**config.mk**
```make
export PLATFORM = sky130hd
export DESIGN_NAME = move_sequencer
export DESIGN_NICKNAME = d
export VERILOG_FILES = /design/src/rtl/ttt_pkg.sv /design/src/rtl/switch_debounce.sv /design/src/rtl/move_sequencer.sv
export SDC_FILE = /design/constraint.sdc
export NUM_CORES = 1
export LEC_CHECK = 0
export CAP_MARGIN = 10
export CORE_MARGIN = 4
export CORE_UTILIZATION = 52
export DETAILED_ROUTE_END_ITERATION = 8
export PLACE_DENSITY = 0.82
export REMOVE_ABC_BUFFERS = 1
export SYNTH_ARGS = -nofsm -noshare
export SYNTH_HDL_FRONTEND = slang
export SYNTH_SLANG_ARGS = --single-unit
```
**constraint.sdc**
```tcl
create_clock -name clk -period 3 [get_ports clk]
set_input_delay 0.6 -clock clk [delete_from_list [all_inputs] [get_ports clk]]
set_output_delay 0.6 -clock clk [all_outputs]
set_load 0.01 [all_outputs]
```
**src/rtl/ttt_pkg.sv**
```systemverilog
// ttt_pkg: shared types and helpers for the tic-tac-toe move sequencer.
// Sequencer FSM states, cell constants and a board cell-field extractor.
package ttt_pkg;

  typedef enum logic [2:0] {
    IDLE,
    COMMIT,
    WAIT_CELL,
    RELEASE,
    DONE
  } seq_state_e;

  localparam int         NUM_CELLS      = 9;
  localparam logic [1:0] CELL_EMPTY     = 2'b00;
  localparam logic [3:0] MAX_MOVES      = 4'd9;
  // last WAIT_CELL cycle index before giving up on the cell write
  localparam logic [2:0] CELL_WAIT_LAST = 3'd3;

  // cell k of an 18-bit board lives at cells[2k+1:2k]
  function automatic logic [1:0] cell_at(
    input logic [17:0] cells,
    input logic [3:0]  k
  );
    logic [17:0] sh;
    sh = cells >> {k, 1'b0};
    return sh[1:0];
  endfunction

endpackage

```
**src/rtl/switch_debounce.sv**
```systemverilog
// switch_debounce: 2-flop synchroniser plus stable-counter for the switches.
// Ports: clk, Reset (sync, high), raw_in[8:0] async switches, db[8:0] debounced.
import ttt_pkg::*;

module switch_debounce #(
  parameter int DEBOUNCE_CYCLES = 16
) (
  input  logic                 clk,
  input  logic                 Reset,
  input  logic [NUM_CELLS-1:0] raw_in,
  output logic [NUM_CELLS-1:0] db
);

  localparam int CW = $clog2(DEBOUNCE_CYCLES + 1);
  localparam logic [CW-1:0] CNT_LAST = CW'(DEBOUNCE_CYCLES - 1);

  logic [NUM_CELLS-1:0] sync1_q, sync1_d;
  logic [NUM_CELLS-1:0] sync2_q, sync2_d;
  logic [NUM_CELLS-1:0] cand_q, cand_d;
  logic [NUM_CELLS-1:0] db_q, db_d;
  logic [CW-1:0]        cnt_q, cnt_d;

  // cand_q is the previous synced sample; cnt_q counts how long it has held
  always_comb begin
    sync1_d = raw_in;
    sync2_d = sync1_q;
    cand_d  = sync2_q;
    cnt_d   = cnt_q;
    db_d    = db_q;
    if (sync2_q != cand_q) begin
      cnt_d = '0;
    end else if (cnt_q != CNT_LAST) begin
      cnt_d = cnt_q + 1'b1;
    end else begin
      db_d = cand_q;
    end
  end

  always_ff @(posedge clk) begin
    if (Reset) begin
      sync1_q <= '0;
      sync2_q <= '0;
      cand_q  <= '0;
      cnt_q   <= '0;
      db_q    <= '0;
    end else begin
      sync1_q <= sync1_d;
      sync2_q <= sync2_d;
      cand_q  <= cand_d;
      cnt_q   <= cnt_d;
      db_q    <= db_d;
    end
  end

  assign db = db_q;

endmodule

```
**src/rtl/move_sequencer.sv**
```systemverilog
// move_sequencer: turn controller between the board switches and the cells.
// Ports: clk, Reset (sync, high), In[8:0] switches, Cells[17:0] board,
// winState; out sqrSel[8:0] strobe, Turn, moveCount[3:0], illegal,
// gameOver, draw. Optional MOVE_TIMEOUT_EN adds an idle-turn forfeit.
import ttt_pkg::*;

module move_sequencer #(
  parameter int DEBOUNCE_CYCLES = 16,
  parameter int TIMEOUT_CYCLES  = 1000000
) (
  input  logic                 clk,
  input  logic                 Reset,
  input  logic [NUM_CELLS-1:0] In,
  input  logic [17:0]          Cells,
  input  logic                 winState,
  output logic [NUM_CELLS-1:0] sqrSel,
  output logic                 Turn,
  output logic [3:0]           moveCount,
  output logic                 illegal,
  output logic                 gameOver,
  output logic                 draw
);

  logic [NUM_CELLS-1:0] db;

  switch_debounce #(
    .DEBOUNCE_CYCLES(DEBOUNCE_CYCLES)
  ) u_db (
    .clk   (clk),
    .Reset (Reset),
    .raw_in(In),
    .db    (db)
  );

  seq_state_e state_q, state_d;
  logic [3:0] sel_q, sel_d;
  logic [2:0] wait_q, wait_d;
  logic       turn_q, turn_d;
  logic [3:0] moves_q, moves_d;
  logic       illegal_q, illegal_d;
  logic       over_q, over_d;
  logic       draw_q, draw_d;

`ifdef MOVE_TIMEOUT_EN
  localparam int IW = $clog2(TIMEOUT_CYCLES + 1);
  localparam logic [IW-1:0] IDLE_LAST = IW'(TIMEOUT_CYCLES - 1);
  logic [IW-1:0] idle_q, idle_d;
`endif

  logic [3:0] press_idx;
  logic       multi;
  logic [1:0] press_cell;
  logic [1:0] sel_cell;

  // only meaningful when exactly one bit of db is set
  always_comb begin
    press_idx = '0;
    for (int i = 0; i < NUM_CELLS; i++) begin
      if (db[i]) press_idx = 4'(i);
    end
  end

  assign multi      = |(db & (db - 1'b1));
  assign press_cell = cell_at(Cells, press_idx);
  assign sel_cell   = cell_at(Cells, sel_q);

  always_comb begin
    state_d   = state_q;
    sel_d     = sel_q;
    wait_d    = wait_q;
    turn_d    = turn_q;
    moves_d   = moves_q;
    illegal_d = 1'b0;
    over_d    = winState | (moves_q == MAX_MOVES);
    draw_d    = (moves_q == MAX_MOVES) & ~winState;
`ifdef MOVE_TIMEOUT_EN
    idle_d    = '0;
`endif
    unique case (state_q)
      IDLE: begin
        if (over_q) begin
          state_d = DONE;
        end else if (db == '0) begin
`ifdef MOVE_TIMEOUT_EN
          if (idle_q == IDLE_LAST) begin
            turn_d = ~turn_q;
          end else begin
            idle_d = idle_q + 1'b1;
          end
`endif
        end else if (multi || press_cell != CELL_EMPTY) begin
          illegal_d = 1'b1;
          state_d   = RELEASE;
        end else begin
          sel_d   = press_idx;
          state_d = COMMIT;
        end
      end
      COMMIT: begin
        wait_d  = '0;
        state_d = WAIT_CELL;
      end
      WAIT_CELL: begin
        if (sel_cell != CELL_EMPTY) begin
          turn_d = ~turn_q;
          if (moves_q != MAX_MOVES) moves_d = moves_q + 1'b1;
          state_d = RELEASE;
        end else if (wait_q == CELL_WAIT_LAST) begin
          state_d = RELEASE;
        end else begin
          wait_d = wait_q + 1'b1;
        end
      end
      RELEASE: begin
        if (db == '0) state_d = IDLE;
      end
      DONE: begin
        state_d = DONE;
      end
      default: begin
        state_d = IDLE;
      end
    endcase
  end

  always_ff @(posedge clk) begin
    if (Reset) begin
      state_q   <= IDLE;
      sel_q     <= '0;
      wait_q    <= '0;
      turn_q    <= 1'b0;
      moves_q   <= '0;
      illegal_q <= 1'b0;
      over_q    <= 1'b0;
      draw_q    <= 1'b0;
`ifdef MOVE_TIMEOUT_EN
      idle_q    <= '0;
`endif
    end else begin
      state_q   <= state_d;
      sel_q     <= sel_d;
      wait_q    <= wait_d;
      turn_q    <= turn_d;
      moves_q   <= moves_d;
      illegal_q <= illegal_d;
      over_q    <= over_d;
      draw_q    <= draw_d;
`ifdef MOVE_TIMEOUT_EN
      idle_q    <= idle_d;
`endif
    end
  end

  // strobe decoded from state so a reset drops it on the very next edge
  assign sqrSel    = (state_q == COMMIT) ?
                     (NUM_CELLS'(1) << sel_q) : '0;
  assign Turn      = turn_q;
  assign moveCount = moves_q;
  assign illegal   = illegal_q;
  assign gameOver  = over_q;
  assign draw      = draw_q;

endmodule

```
==> results_dict.tcl <==
set metrics [dict create \
    status "complete, no violations" \
    gp_congestion 0.7577 \
    maxSlewViolCount 0 \
    cts_buffers 9 \
    synth_edf_count 0 \
    fin_cells 407 \
    antenna_found_initial 0 \
    startpoint_type "register" \
    worst_path_max_delay_cell "or4b_2" \
    via_count 2181 \
    drtAntennaViolNets 0 \
    layout.nets 372 \
    fin_crit_sh_pct 90.33 \
    grt_max_degree 26 \
    syn_area_per_cell_um2 9.122 \
    worst-endpoint-arrival_ns 2.11 \
    synth_seq_cells 59 \
    num_rows 25 \
    clock-sinks 59 \
    worstSetupPathType "reg -> out" \
    critPathRequiredTime_ns 2.40 \
    die_w_um 78.83 \
    setup_violations 0 \
    grt_pass1_vias 2145 \
    grt_pass1_wl_um 9225 \
    htreeDepth 3 \
    synth_cells 286 \
    hold_viol_final 0 \
    overflow 0 \
    path_clk_slew_ns 0.06 \
    die_area_mm2 0.006214 \
    yosysSeqAreaShare_pct 45.28 \
    hold_path.class "reg -> reg" \
    finalPower_mw 1.630 \
    dp.cells 392 \
    max_slew_margin_pct 56.72 \
    drive_gt1_share_pct 10.88 \
    worstSetupEndpointType "output port" \
    pre_cts_slack_ns 0.1752 \
    synth_area_leader_cell "dfxtp_1" \
    min_period_ns 2.710 \
    cp_max_fo 10 \
    syn-cell-area_mm2 0.002609 \
    hold_ws_ns 0.4317 \
    leakagePower_nw 1.287 \
    slowest_delay_ns 0.65 \
    fp.dieH_um 78.83 \
    synthTopCellsByArea "dfxtp_1 45%, nor2b_1 7.0%, nor2_1 6.6%" \
    cts_tree "done" \
    drt-total-wl_um 5312 \
    post_cts.repair.setup_buffers 0 \
    yosysTopAreaCellShare_pct 45.28 \
    cts_resized 0 \
    synthDistinctLibCells 49 \
    final.setup_skew_ns 0.009482 \
    cts_hold_buf 0 \
    yosysWarnings 0 \
    path_cells "or4b_2, nor3_1, clkdlybuf4s50_1" \
    ys.flop_type "dfxtp_1" \
    clk_latency_ns 0.33 \
    grt_setup_unrepaired "false" \
    hpwl_um 3808 \
    postSynth.asyncResetShare_pct 0 \
    drc 0 \
    initial_utilization_pct 54.51 \
    numPortBuffers 46 \
    diodes 0 \
    viasPerCell 5.359 \
    worst_slew_pin_slew_ns 0.6425 \
    grt_use_total_pct 18.68 \
    setup_slack_ns 0.2900 \
    root_buffer "clkbuf_8" \
    setup_tns_ns 0 \
    core_region_area_mm2 0.004786 \
    io_pins 47 \
    cts_max_path_buffers 2 \
    initialDrtViolationCount 99 \
    synthToLayoutAreaGrowth_pct 27.82 \
    wire_per_inst_um 13.05 \
    fmax_ghz 0.3690 \
    first_pass_iters 5 \
    pwr_density_cell_mw_per_mm2 488.9 \
    peakVddDrop_mv 0.4216 \
    maxCapViolCount 0 \
]
==> registers in the layout, summed over array words and instances, names as in the netlist, 3 cells and up <==
| signal | cells |
|---|---|
| moveCount | 4 |
| sel_q | 4 |
| state_q | 3 |
| u_db.cand_d | 9 |
| u_db.cand_q | 9 |
| u_db.cnt_q | 5 |
| u_db.db | 9 |
| u_db.sync1_q | 9 |
| wait_q | 3 |
==> cells in the final DEF (no fill, tap or decap), drive strengths merged, types with 6 or more instances in the layout <==
master and count:
nor2 46, ha 6, nand3 7, or2 6
clkdlybuf4s50 45, dfxtp 59, inv 6, nor3 10
a21oi 13, clkbuf 11, xnor2 8, nor2b 29
mux2i 11, nand2 11, xor2 8
==> final timing paths <==
path	end	from	slack [ns]	cells after the start
setup / recovery	sqrSel[8]	sel_q[0]$_SDFFE_PP0P_	0.29	3
hold / removal	u_db.cand_d[2]$_SDFF_PP0_	u_db.sync1_q[2]$_SDFF_PP0_	0.43	1
setup reg to reg	sel_q[3]$_SDFFE_PP0P_	u_db.db[4]$_SDFFE_PP0P_	0.55	7
hold reg to reg	u_db.cand_d[2]$_SDFF_PP0_	u_db.sync1_q[2]$_SDFF_PP0_	0.43	1
==> synthesized netlist by cell type (all sizes together) (4+ instances only) <==
cell    count
xor2        8
or3         5
nand2      11
nand3       7
inv         6
clkbuf      8
dfxtp      59
xnor2       8
nor4        4
mux2i      11
nor3       10
ha          6
o21ai       5
nand2b      5
or2         6
nor2b      29
nor2       46
a21oi      13
==> final cells by class <==
type                       instances  area (um^2)
fill                             358         1451
multi-input combinational        210         1360
sequential                        59         1181
timing repair buffer              50        485.5
clock buffer                      11        151.4
tap                               67        83.83
clock inverter                     4        50.05
inverter                           6        22.52
==> critical path, delay by kind of cell (launching register included) <==
family	cells	cell delay (ns)
buffers and inverters	1	0.58
DFF	1	0.40
and+or+nand+nor	2	0.79
==> power breakdown <==
part	switching (mW)	leakage [nW]	total [mW]	internal, mW
Combinational	0.0414	0.709	0.101	0.0594
Clock	0.298	0.0974	0.720	0.422
Sequential	0.00847	0.480	0.809	0.801
Total	0.348	1.29	1.63	1.28
==> metrics by stage <==
stage               cell area [um^2]  utilization [%]
floorplan                       2564                -
global placement                3133            65.46
detailed placement              3133            65.46
CTS                             3334            69.67
global route                    3334            69.67
finish                          3334            69.67
==> logic make-up after synthesis <==
family,Yosys count,share of synthesized area [%]
muxes,14,5.947
buffers and inverters,17,2.590
and+or+nand+nor,135,27.19
adders and majority gates,6,2.878
xor gates and xnor gates,16,5.372
DFF,59,45.28
AOI/OAI and AO/OA,39,10.74
==> routing by layer <==
metal	global-route usage, %	part of all wire (%)	vias up
met4	10.48	2.4	0
met3	6.122	7.6	15
met1	21.61	44	994
met2	30.39	46	76
li1	-	-	1096
met5	0	0	-
Power figures use the tool's default switching activity.
